===== src/rtl/debouncer_multi_if.sv =====
// ---------------------------------------------------------------------------
// debouncer_multi_if
//   Bundles the per-channel signals of debouncer_multi.
//   master : the side that drives raw inputs and consumes debounced results
//   slave  : the debouncer itself
// Signals:
//   i_pulse   [NUM_CH] raw asynchronous inputs, bit n is channel n
//   o_pulse   [NUM_CH] debounced stable levels
//   o_rise    [NUM_CH] one-cycle strobe on a 0->1 change of o_pulse[n]
//   o_fall    [NUM_CH] one-cycle strobe on a 1->0 change of o_pulse[n]
//   o_changed          OR of all rise/fall strobes, aligned with them
// ---------------------------------------------------------------------------
interface debouncer_multi_if #(
  parameter int unsigned NUM_CH = 4
);
  logic [NUM_CH-1:0] i_pulse;
  logic [NUM_CH-1:0] o_pulse;
  logic [NUM_CH-1:0] o_rise;
  logic [NUM_CH-1:0] o_fall;
  logic              o_changed;

  modport master (
    output i_pulse,
    input  o_pulse,
    input  o_rise,
    input  o_fall,
    input  o_changed
  );

  modport slave (
    input  i_pulse,
    output o_pulse,
    output o_rise,
    output o_fall,
    output o_changed
  );
endinterface


===== src/rtl/debouncer_multi.sv =====
// ---------------------------------------------------------------------------
// debouncer_multi
//   NUM_CH independent switch debouncers sharing one prescaler. Each raw
//   input passes through a SYNC_STAGES-deep synchroniser; the debounced level
//   only follows the synchronised input once it has disagreed with the
//   current level for DEBOUNCE_CNT_LIMIT consecutive prescaler ticks. Any
//   return to the stable level restarts that channel's count.
// Ports:
//   clk  system clock, rising edge
//   rst  synchronous active-high reset
//   bus  debouncer_multi_if.slave: i_pulse in; o_pulse, o_rise, o_fall,
//        o_changed out (all outputs registered)
// ---------------------------------------------------------------------------
module debouncer_multi #(
  parameter int unsigned NUM_CH             = 4,
  parameter int unsigned DEBOUNCE_CNT_LIMIT = 500,
  parameter int unsigned PRESCALE           = 1000,
  parameter int unsigned SYNC_STAGES        = 2,
  parameter logic        RESET_LEVEL        = 1'b0
) (
  input logic              clk,
  input logic              rst,
  debouncer_multi_if.slave bus
);

  localparam int unsigned CW = (DEBOUNCE_CNT_LIMIT > 1) ? $clog2(DEBOUNCE_CNT_LIMIT) : 1;
  localparam logic [CW-1:0] CNT_LAST = CW'(DEBOUNCE_CNT_LIMIT - 1);

  // -------------------------------------------------------------------------
  // Shared prescaler
  // -------------------------------------------------------------------------
  logic tick;

  if (PRESCALE == 1) begin : g_no_prescale
    assign tick = 1'b1;
  end else begin : g_prescale
    localparam int unsigned PW = $clog2(PRESCALE);
    localparam logic [PW-1:0] PS_LAST = PW'(PRESCALE - 1);

    logic [PW-1:0] ps_cnt;

    always_ff @(posedge clk) begin
      if (rst) begin
        ps_cnt <= '0;
      end else if (ps_cnt == PS_LAST) begin
        ps_cnt <= '0;
      end else begin
        ps_cnt <= ps_cnt + PW'(1);
      end
    end

    assign tick = (ps_cnt == PS_LAST);
  end

  // -------------------------------------------------------------------------
  // Input synchronisers: plain flop chain, nothing between stages
  // -------------------------------------------------------------------------
  logic [NUM_CH-1:0] sync [SYNC_STAGES];
  logic [NUM_CH-1:0] s;

  always_ff @(posedge clk) begin
    if (rst) begin
      for (int unsigned i = 0; i < SYNC_STAGES; i++) begin
        sync[i] <= {NUM_CH{RESET_LEVEL}};
      end
    end else begin
      sync[0] <= bus.i_pulse;
      for (int unsigned i = 1; i < SYNC_STAGES; i++) begin
        sync[i] <= sync[i-1];
      end
    end
  end

  assign s = sync[SYNC_STAGES-1];

  // -------------------------------------------------------------------------
  // Per-channel debounce counters and output registers
  // -------------------------------------------------------------------------
  logic [CW-1:0]     cnt      [NUM_CH];
  logic [CW-1:0]     cnt_nxt  [NUM_CH];
  logic [NUM_CH-1:0] pulse;
  logic [NUM_CH-1:0] pulse_nxt;
  logic [NUM_CH-1:0] rise;
  logic [NUM_CH-1:0] rise_nxt;
  logic [NUM_CH-1:0] fall;
  logic [NUM_CH-1:0] fall_nxt;
  logic              changed;

  always_comb begin
    cnt_nxt   = cnt;
    pulse_nxt = pulse;
    rise_nxt  = '0;
    fall_nxt  = '0;
    for (int unsigned n = 0; n < NUM_CH; n++) begin
      if (s[n] == pulse[n]) begin
        // Agreement, even for one cycle, discards any partial count.
        cnt_nxt[n] = '0;
      end else if (tick) begin
        if (cnt[n] == CNT_LAST) begin
          pulse_nxt[n] = s[n];
          cnt_nxt[n]   = '0;
          rise_nxt[n]  = s[n];
          fall_nxt[n]  = ~s[n];
        end else begin
          cnt_nxt[n] = cnt[n] + CW'(1);
        end
      end
    end
  end

  always_ff @(posedge clk) begin
    if (rst) begin
      for (int unsigned n = 0; n < NUM_CH; n++) begin
        cnt[n] <= '0;
      end
      pulse   <= {NUM_CH{RESET_LEVEL}};
      rise    <= '0;
      fall    <= '0;
      changed <= 1'b0;
    end else begin
      cnt     <= cnt_nxt;
      pulse   <= pulse_nxt;
      rise    <= rise_nxt;
      fall    <= fall_nxt;
      // Built from the next-state strobes so it lands in the same cycle.
      changed <= |(rise_nxt | fall_nxt);
    end
  end

  assign bus.o_pulse   = pulse;
  assign bus.o_rise    = rise;
  assign bus.o_fall    = fall;
  assign bus.o_changed = changed;

endmodule


===== src/flat_wrapper.sv =====
// flat-port wrapper written by rule: the top's interface ports become plain ports
module debouncer_multi_flat 
#(
  parameter int unsigned NUM_CH             = 4,
  parameter int unsigned DEBOUNCE_CNT_LIMIT = 500,
  parameter int unsigned PRESCALE           = 1000,
  parameter int unsigned SYNC_STAGES        = 2,
  parameter logic        RESET_LEVEL        = 1'b0
)
  (clk, rst, bus_i_pulse, bus_o_pulse, bus_o_rise, bus_o_fall, bus_o_changed);
  debouncer_multi_if #(.NUM_CH(NUM_CH)) bus_i ();
  input logic clk;
  input logic rst;
  input wire logic [$bits(bus_i.i_pulse)-1:0] bus_i_pulse;
  output wire logic [$bits(bus_i.o_pulse)-1:0] bus_o_pulse;
  output wire logic [$bits(bus_i.o_rise)-1:0] bus_o_rise;
  output wire logic [$bits(bus_i.o_fall)-1:0] bus_o_fall;
  output wire logic [$bits(bus_i.o_changed)-1:0] bus_o_changed;
  assign bus_i.i_pulse = bus_i_pulse;
  assign bus_o_pulse = bus_i.o_pulse;
  assign bus_o_rise = bus_i.o_rise;
  assign bus_o_fall = bus_i.o_fall;
  assign bus_o_changed = bus_i.o_changed;
  debouncer_multi #(.NUM_CH(NUM_CH), .DEBOUNCE_CNT_LIMIT(DEBOUNCE_CNT_LIMIT), .PRESCALE(PRESCALE), .SYNC_STAGES(SYNC_STAGES), .RESET_LEVEL(RESET_LEVEL)) u_core (.clk(clk), .rst(rst), .bus(bus_i));
endmodule

===== config.mk =====
export PLATFORM = sky130hd
export DESIGN_NAME = debouncer_multi_flat
export DESIGN_NICKNAME = d
export VERILOG_FILES = /design/src/rtl/debouncer_multi_if.sv /design/src/rtl/debouncer_multi.sv /design/src/flat_wrapper.sv
export SDC_FILE = /design/constraint.sdc
export NUM_CORES = 1
export LEC_CHECK = 0
export ABC_CLOCK_PERIOD_IN_PS = 2300
export CORE_ASPECT_RATIO = 0.75
export CORE_MARGIN = 2
export CORE_UTILIZATION = 60
export CTS_BUF_LIST = sky130_fd_sc_hd__clkbuf_4 sky130_fd_sc_hd__clkbuf_8
export DETAILED_ROUTE_END_ITERATION = 6
export MAX_ROUTING_LAYER = met4
export PLACE_DENSITY_LB_ADDON = 0.3
export SLEW_MARGIN = 40
export SYNTH_ARGS = -nofsm -noshare
export SYNTH_HDL_FRONTEND = slang
export SYNTH_SLANG_ARGS = --single-unit
export TNS_END_PERCENT = 10

===== constraint.sdc =====
create_clock -name clk -period 2.3 [get_ports clk]
set_input_delay 0.345 -clock clk [delete_from_list [all_inputs] [get_ports clk]]
set_output_delay 0.345 -clock clk [all_outputs]
set_load 0.05 [all_outputs]

Word-level counts from Yosys, hierarchy flattened
Memory sizes are Yosys's and may differ from the RTL's.
Cells that the tools add are included.
W data, S select, Z words.

word-level totals
  flip-flop bits (word level) = 59
  RAM bits = 8
  input port bits = 6
  output and inout port bits = 13
  word-level logic and storage cells = 81
  memories = 1

cells by class
  add/subtract/negate cells = 5
  equal/unequal tests = 9
  mux-type cells = 33
  bitwise operators = 11
  reduce and logical (&&, ||, !) cells = 10

memory list
  name         words  bits a word  read ports  clocked after Yosys merged registers in  write ports  line                   source
  u_core.sync  2      4            2           0                                        2            debouncer_multi.sv:58  logic [NUM_CH-1:0] sync [SYNC_STAGES];

operators with widths
  kind                     count
  $add A9 B1 Y9 const B    4
  $eq A9 B9 Y1 const B     4
  $mux W9                  4
  $mux W1                  27
  $reduce_and A3 Y1        4
  $add A10 B1 Y10 const B  1
  $eq A10 B10 Y1 const B   1
  $reduce_or A2 Y1         5
  $mux W4                  2
  $not A1 Y1               8
  $eq A1 B1 Y1             4
  $or A4 B4 Y4             1
  $reduce_or A4 Y1         1
  $or A1 B1 Y1             2

Logic depth before layout (Yosys ltp)
Gate-level depths: netlist of run 1.

  depth after elaboration = 6
  gate-level depth with buffers = 8

Least setup slack after synthesis of run 1
No wires, ideal clock.

  path type = register to register
  start = register u_core.g_prescale.ps_cnt[0]
  end = register u_core.cnt[33] (netlist name)
  library setup time = 124 ps
  arrival = 1676 ps
  slack = 500 ps
  cell stages (with the launch flop) = 9
  path buffers = 2
  cells stage by stage = dfxtp_1 -> ha_1 -> nand2_1 -> or3_1 -> buf_6 -> buf_12 -> nor3_4 -> xnor2_1 -> nor2_2

on the way
  longest elaborated chain between the ends = 1

ends and longest elaborated chain
  what                      line                    source
  start: declaration        debouncer_multi.sv:40   logic [PW-1:0] ps_cnt;
  start signal: assignment  debouncer_multi.sv:48   ps_cnt <= ps_cnt + PW'(1);
  $eq A10 B10 Y1            debouncer_multi.sv:52   assign tick = (ps_cnt == PS_LAST);
  end signal: assignment    debouncer_multi.sv:121  cnt <= cnt_nxt;
  end: declaration          debouncer_multi.sv:79   logic [CW-1:0] cnt [NUM_CH];

No other way between the ends.
A chain may end at the register's enable or synchronous reset.

Worst setup path after layout of run 1
  start = register u_core.g_prescale.ps_cnt[0]
  end = register u_core.cnt[32] (netlist name)

The elaborated chain is that of the path after synthesis.

==> flow_summary.ini, run 1 <==
[power]
p_int_mw = 1.999
leakage_nw = 1.155
clock_power_share_pct = 50.2
power_frac_seq_pct = 48.0
ir_drop_mv = 0.5810
power_frac_comb_pct = 1.8
p_sw_share_pct = 18.59
switchingPower_uw = 456.4
p_total_mw = 2.455
p_per_area_mw_per_mm2 = 743.6

[clocking]
cts_buffer_depth = 2
clock_latency_ns = 0.34
cts_num_sinks = 67
path_clk_slew_ns = 0.07
htreeDepth = 3
root_buffer = clkbuf_8
holdBufCountCts = 0
cts_resized = 0
cts_setup_buffers = 0
cts_tree = done
cts_buffers = 9

[synthesis]
synth_cells = 307
ys_seq_area_share_pct = 47.64
ys_ff_latch = 67
synth.area.mux_share_pct = 0.7111
yosysUniqueCellTypes = 35
synth_adder_area_share_pct = 2.222
synthTopCellsByCount = dfxtp_1, nor2_1, nand2_1
synth_edf_count = 0
synth_warnings = 0
yosysTopAreaCell = dfxtp_1
ys.flop_type = dfxtp_1
yosys.area.top_type_share_pct = 47.64
synth_area_mm2 = 0.002815
async_reset_ff_share_pct = 0
synth_top_family_by_area = simple AND/OR/NAND/NOR gates
yosys.area_share.simple_pct = 31.78
synth_xor_area_share_pct = 11.51
synth_compound_area_share_pct = 3.289
yosys.cell_count.top_type = dfxtp_1
synthTopCellsByArea = dfxtp_1, xor2_1, xnor2_1, nor2_1, nand2_1
synth.avg_cell_area_um2 = 9.170
synth_fp_nets = 318

[placed_design]
dpl-instance-area_mm2 = 0.003042
placement.io_buffers = 18
place_inst = 375
globalplace.congestion = 0.8486
hpwl_mm = 3.648
post-place-ws_ns = 0.2340

[hold_path]
hold_depth = 1
min-delay-path-class = flop to flop

[finish]
regArea_mm2 = 0.001341
multi_input_area_mm2 = 0.001400
layout-drive-gt1-share_pct = 10.48
num_antenna_cells = 0
fin_area_mm2 = 0.003302
nFillCells = 327
nets = 340
syn_to_final_growth_pct = 17.29
instances_no_fill = 391
final_core_util_pct = 73.49

[global_routing]
track_usage_pct = 22.31
grt_pass1_wl_mm = 8.873
antenna_found_initial = 0
grt_pass1_vias = 1974
grt-ovfl-total = 0
grt_max_degree = 15

[drt]
vias = 2115
ant_nets = 0
drc = 0
wirelength_mm = 5.256
routedWlPerCell_um = 13.44
drt_iter0_markers = 66
vias_per_cell = 5.409
dr.pass1.iters = 4

[sta]
fmax_mhz = 478.2
hold_viol_final = 0
max_slew_margin_pct = 66.02
drv_slew = 0
tns_ns = 0
tightest_slew_ns = 0.5081
rsz0062_at_grt = no
skew_ns = 0.01008
setup_ws_ns = 0.2086
fin_hold_ws_ns = 0.4380
period_minus_slack_ns = 2.091
setup_violations = 0
period_share_pct = 90.93

[status]
status = finished, final reports clean

[worst_setup_path]
worstSetupEndpointType = flop
worst_setup_path_start_kind = flop
crit_required_ns = 2.53
crit_chain = ha_1 > nand2_1 > or3_1 > buf_4 > nor3_1 > xnor2_1 > nor2_1
cp_slowest_cell = or3_1
criticalPathCategory = flop to flop
crit_buf_inv = 1
crit_family = simple AND/OR/NAND/NOR gates
cp_data_arrival_time_ns = 2.32
cp_max_fo = 14
ff2ff_path_depth = 7
max_stage_delay_ns = 0.44
crit_cells = 7

[floorplan]
dieArea_mm2 = 0.005262
initial_core_util_pct = 62.66
num_rows = 21
dieHeight_um = 63.32
io_pins = 19
coreArea_mm2 = 0.004493
dieWidth_um = 83.10

[flow_run]
max-cap-violations = 0
[layer usage]
layer  vias to the layer above  wire [um]  track usage, %
met5                         -          0               -
met2                        27       2391           33.06
met3                        11        162           7.077
met1                       991       2605           27.32
li1                       1086          -               -
met4                         0         97           11.89
[registers in the layout, summed over array words and instances (netlist names)]
| name | flops |
|---|---|
| u_core.bus.o_fall | 4 |
| u_core.sync | 8 |
| u_core.g_prescale.ps_cnt | 10 |
| u_core.cnt | 36 |
| u_core.bus.o_rise | 4 |
| u_core.bus.o_pulse | 4 |
| u_core.bus.o_changed | 1 |
[cell families (layout without fill, tap and decap cells)]
kind of cell | after synthesis | count (layout)
AO/OA/AOI/OAI | 17 | 17
AND/OR/NAND/NOR | 165 | 165
adder cells (fa/ha/maj) | 5 | 5
buffers and inverters | 14 | 41
multiplexers | 2 | 2
XOR/XNOR | 37 | 37
flip-flops | 67 | 67
[power by group through the flow]
stage | clock network, mW | logic [mW] | registers (mW)
after global routing | 1.31 | 0.0483 | 1.18
after CTS | 1.26 | 0.0437 | 1.18
after global placement | 0 | 0.0426 | 1.20
final | 1.23 | 0.0437 | 1.18
after detailed placement | 0 | 0.0434 | 1.20
after floorplan | 0 | 0.0278 | 1.20
[layout by cell type (no fill, tap or decap), types with 11 or more instances in the layout]
cell and n:
a21oi_1 11, clkbuf_8 12, clkdlybuf4s50_1 18, dfxtp_1 67, nand2_1 32, nand3_1 18, nor2_1 39, nor3_1 20
xnor2_1 18, xor2_1 19
[area by class of cell]
class,count,share of cell area (%)
Timing Repair Buffer,24,6.821
Inverter,1,0.1137
Clock inverter,4,2.880
Tap cell,57,2.160
Multi-Input combinational cell,226,42.40
Clock buffer,12,5.002
Sequential cell,67,40.62
[worst paths after layout]
| check | from | to | slack [ns] |
|---|---|---|---|
| hold / removal | u_core.sync[0][3]$_SDFF_PP0_ | u_core.sync[0][7]$_SDFF_PP0_ | 0.44 |
| setup reg to reg | u_core.g_prescale.ps_cnt[0]$_SDFF_PP0_ | u_core.cnt[32]$_SDFFE_PP0P_ | 0.21 |
| hold reg to reg | u_core.sync[0][3]$_SDFF_PP0_ | u_core.sync[0][7]$_SDFF_PP0_ | 0.44 |
| setup / recovery | u_core.g_prescale.ps_cnt[0]$_SDFF_PP0_ | u_core.cnt[32]$_SDFFE_PP0P_ | 0.21 |
(Power assumes the default switching activity.)
==> inputs of run 2 (changes only) <==
Settings changed: CORE_UTILIZATION 60 to 50.
==> flow_summary.ini, run 2 (same netlist as run 1, synthesis figures left out) <==
[status]
status = finished, final reports clean

[hold_path]
min-delay-path-class = flop to flop
hold_depth = 1
min-delay-start = u_core.sync[0][3]$_SDFF_PP0_
min_to = u_core.sync[0][7]$_SDFF_PP0_

[global_routing]
antenna_found_initial = 0
grt_pass1_wl_mm = 8.756
track_usage_pct = 19.19
grt_max_degree = 21
grt_pass1_vias = 1886
grt-ovfl-total = 0

[floorplan]
dieArea_mm2 = 0.006253
dieHeight_um = 68.99
dieWidth_um = 90.65
num_rows = 23
io_pins = 19
coreArea_mm2 = 0.005381
initial_core_util_pct = 52.31

[sta]
rsz0062_at_grt = no
max_slew_margin_pct = 64.88
period_minus_slack_ns = 2.020
skew_ns = 0.007253
fin_hold_ws_ns = 0.4486
tns_ns = 0
period_share_pct = 87.83
tightest_slew_ns = 0.5252
drv_slew = 0
setup_violations = 0
hold_viol_final = 0
setup_ws_ns = 0.2800
fmax_mhz = 495.0

[clocking]
htreeDepth = 3
cts_resized = 0
root_buffer = clkbuf_8
cts_num_sinks = 67
holdBufCountCts = 0
clock_latency_ns = 0.35
cts_buffers = 9
path_clk_slew_ns = 0.07
cts_tree = done
cts_buffer_depth = 2
cts_setup_buffers = 0

[placed_design]
placement.io_buffers = 18
post-place-ws_ns = 0.2860
globalplace.congestion = 0.8009
hpwl_mm = 3.765
place_inst = 394
dpl-instance-area_mm2 = 0.003072

[finish]
multi_input_area_mm2 = 0.001400
final_core_util_pct = 61.08
regArea_mm2 = 0.001341
mostFrequentLayoutCells = dfxtp_1, nor2_1, nand2_1, nor3_1, xor2_1
fin_area_mm2 = 0.003287
layout_commonest_cell = dfxtp_1
num_antenna_cells = 0
top_register = u_core.cnt
largest_reg_flops = 36
syn_to_final_growth_pct = 16.76
nets = 341
nFillCells = 486
largestRegisters = u_core.cnt: 36 flops, u_core.g_prescale.ps_cnt: 10 flops, u_core.sync: 8 flops
layout-drive-gt1-share_pct = 10.48
instances_no_fill = 409

[drt]
vias_per_cell = 5.188
drc = 0
wirelength_mm = 5.300
routedWlPerCell_um = 12.96
ant_nets = 0
vias = 2122
drt_iter0_markers = 108
dr.pass1.iters = 4

[worst_setup_path]
r2r-start = u_core.g_prescale.ps_cnt[0]$_SDFF_PP0_
ff2ff_path_depth = 7
crit_required_ns = 2.53
cp_max_fo = 11
criticalPathCategory = flop to flop
worst_setup_path_start_kind = flop
r2r_slack_ns = 0.28
worstSetupEndpointType = flop
cp_data_arrival_time_ns = 2.25
r2r_end = u_core.cnt[34]$_SDFFE_PP0P_

[power]
p_total_mw = 2.278
p_per_area_mw_per_mm2 = 692.9
ir_drop_mv = 0.3228
leakage_nw = 1.124

[flow_run]
max-cap-violations = 0
-- run 2: changes by cell type in the layout (fill, tap and decap cells not counted), sizes merged --
| cell | change |
|---|---|
| bufinv | -1 |
| clkbuf | -3 |
| buf | +1 |
| clkinvlp | +3 |
-- run 2: where the power goes --
part           internal [mW]  switching [mW]  total, mW
sequential              1.17         0.00713       1.18
clock                  0.605           0.450       1.05
combinational         0.0221          0.0230     0.0452
-- run 2: worst max-delay path by stage --
stage / startpoint / to / slack (ns)
finish: u_core.g_prescale.ps_cnt[0]$_SDFF_PP0_ / u_core.cnt[34]$_SDFFE_PP0P_ / 0.28
global route: u_core.g_prescale.ps_cnt[0]$_SDFF_PP0_ / u_core.cnt[27]$_SDFFE_PP0P_ / 0.10
CTS: u_core.g_prescale.ps_cnt[0]$_SDFF_PP0_ / u_core.cnt[34]$_SDFFE_PP0P_ / 0.27
detailed placement: u_core.g_prescale.ps_cnt[0]$_SDFF_PP0_ / u_core.cnt[34]$_SDFFE_PP0P_ / 0.29
global placement: u_core.g_prescale.ps_cnt[0]$_SDFF_PP0_ / u_core.cnt[35]$_SDFFE_PP0P_ / 0.35
floorplan: u_core.g_prescale.ps_cnt[0]$_SDFF_PP0_ / u_core.cnt[33]$_SDFFE_PP0P_ / 0.50
-- run 2: layout make-up --
class | instances | share of cell area [%]
Clock buffer | 9 | 3.769
Sequential cell | 67 | 40.81
Clock inverter | 6 | 2.779
Timing Repair Buffer | 25 | 7.080
Tap cell | 75 | 2.855
Multi-Input combinational cell | 226 | 42.60
Inverter | 1 | 0.1142
-- run 2: critical path: stages (launching register included) --
cell and delay [ns]:
dfxtp_1 0.38, ha_1 0.23, nand2_1 0.18, or3_1 0.41, buf_4 0.21, nor4_4 0.29
xnor2_1 0.16, nor2_2 0.05
-- run 2: per-layer routing --
| metal | global-route usage [%] | share of wire [%] | routed length, um |
|---|---|---|---|
| met5 | - | 0 | 0 |
| met1 | 22.98 | 49 | 2620 |
| met2 | 28.73 | 43 | 2262 |
| met4 | 8.269 | 2.0 | 106 |
| met3 | 8.152 | 5.9 | 311 |
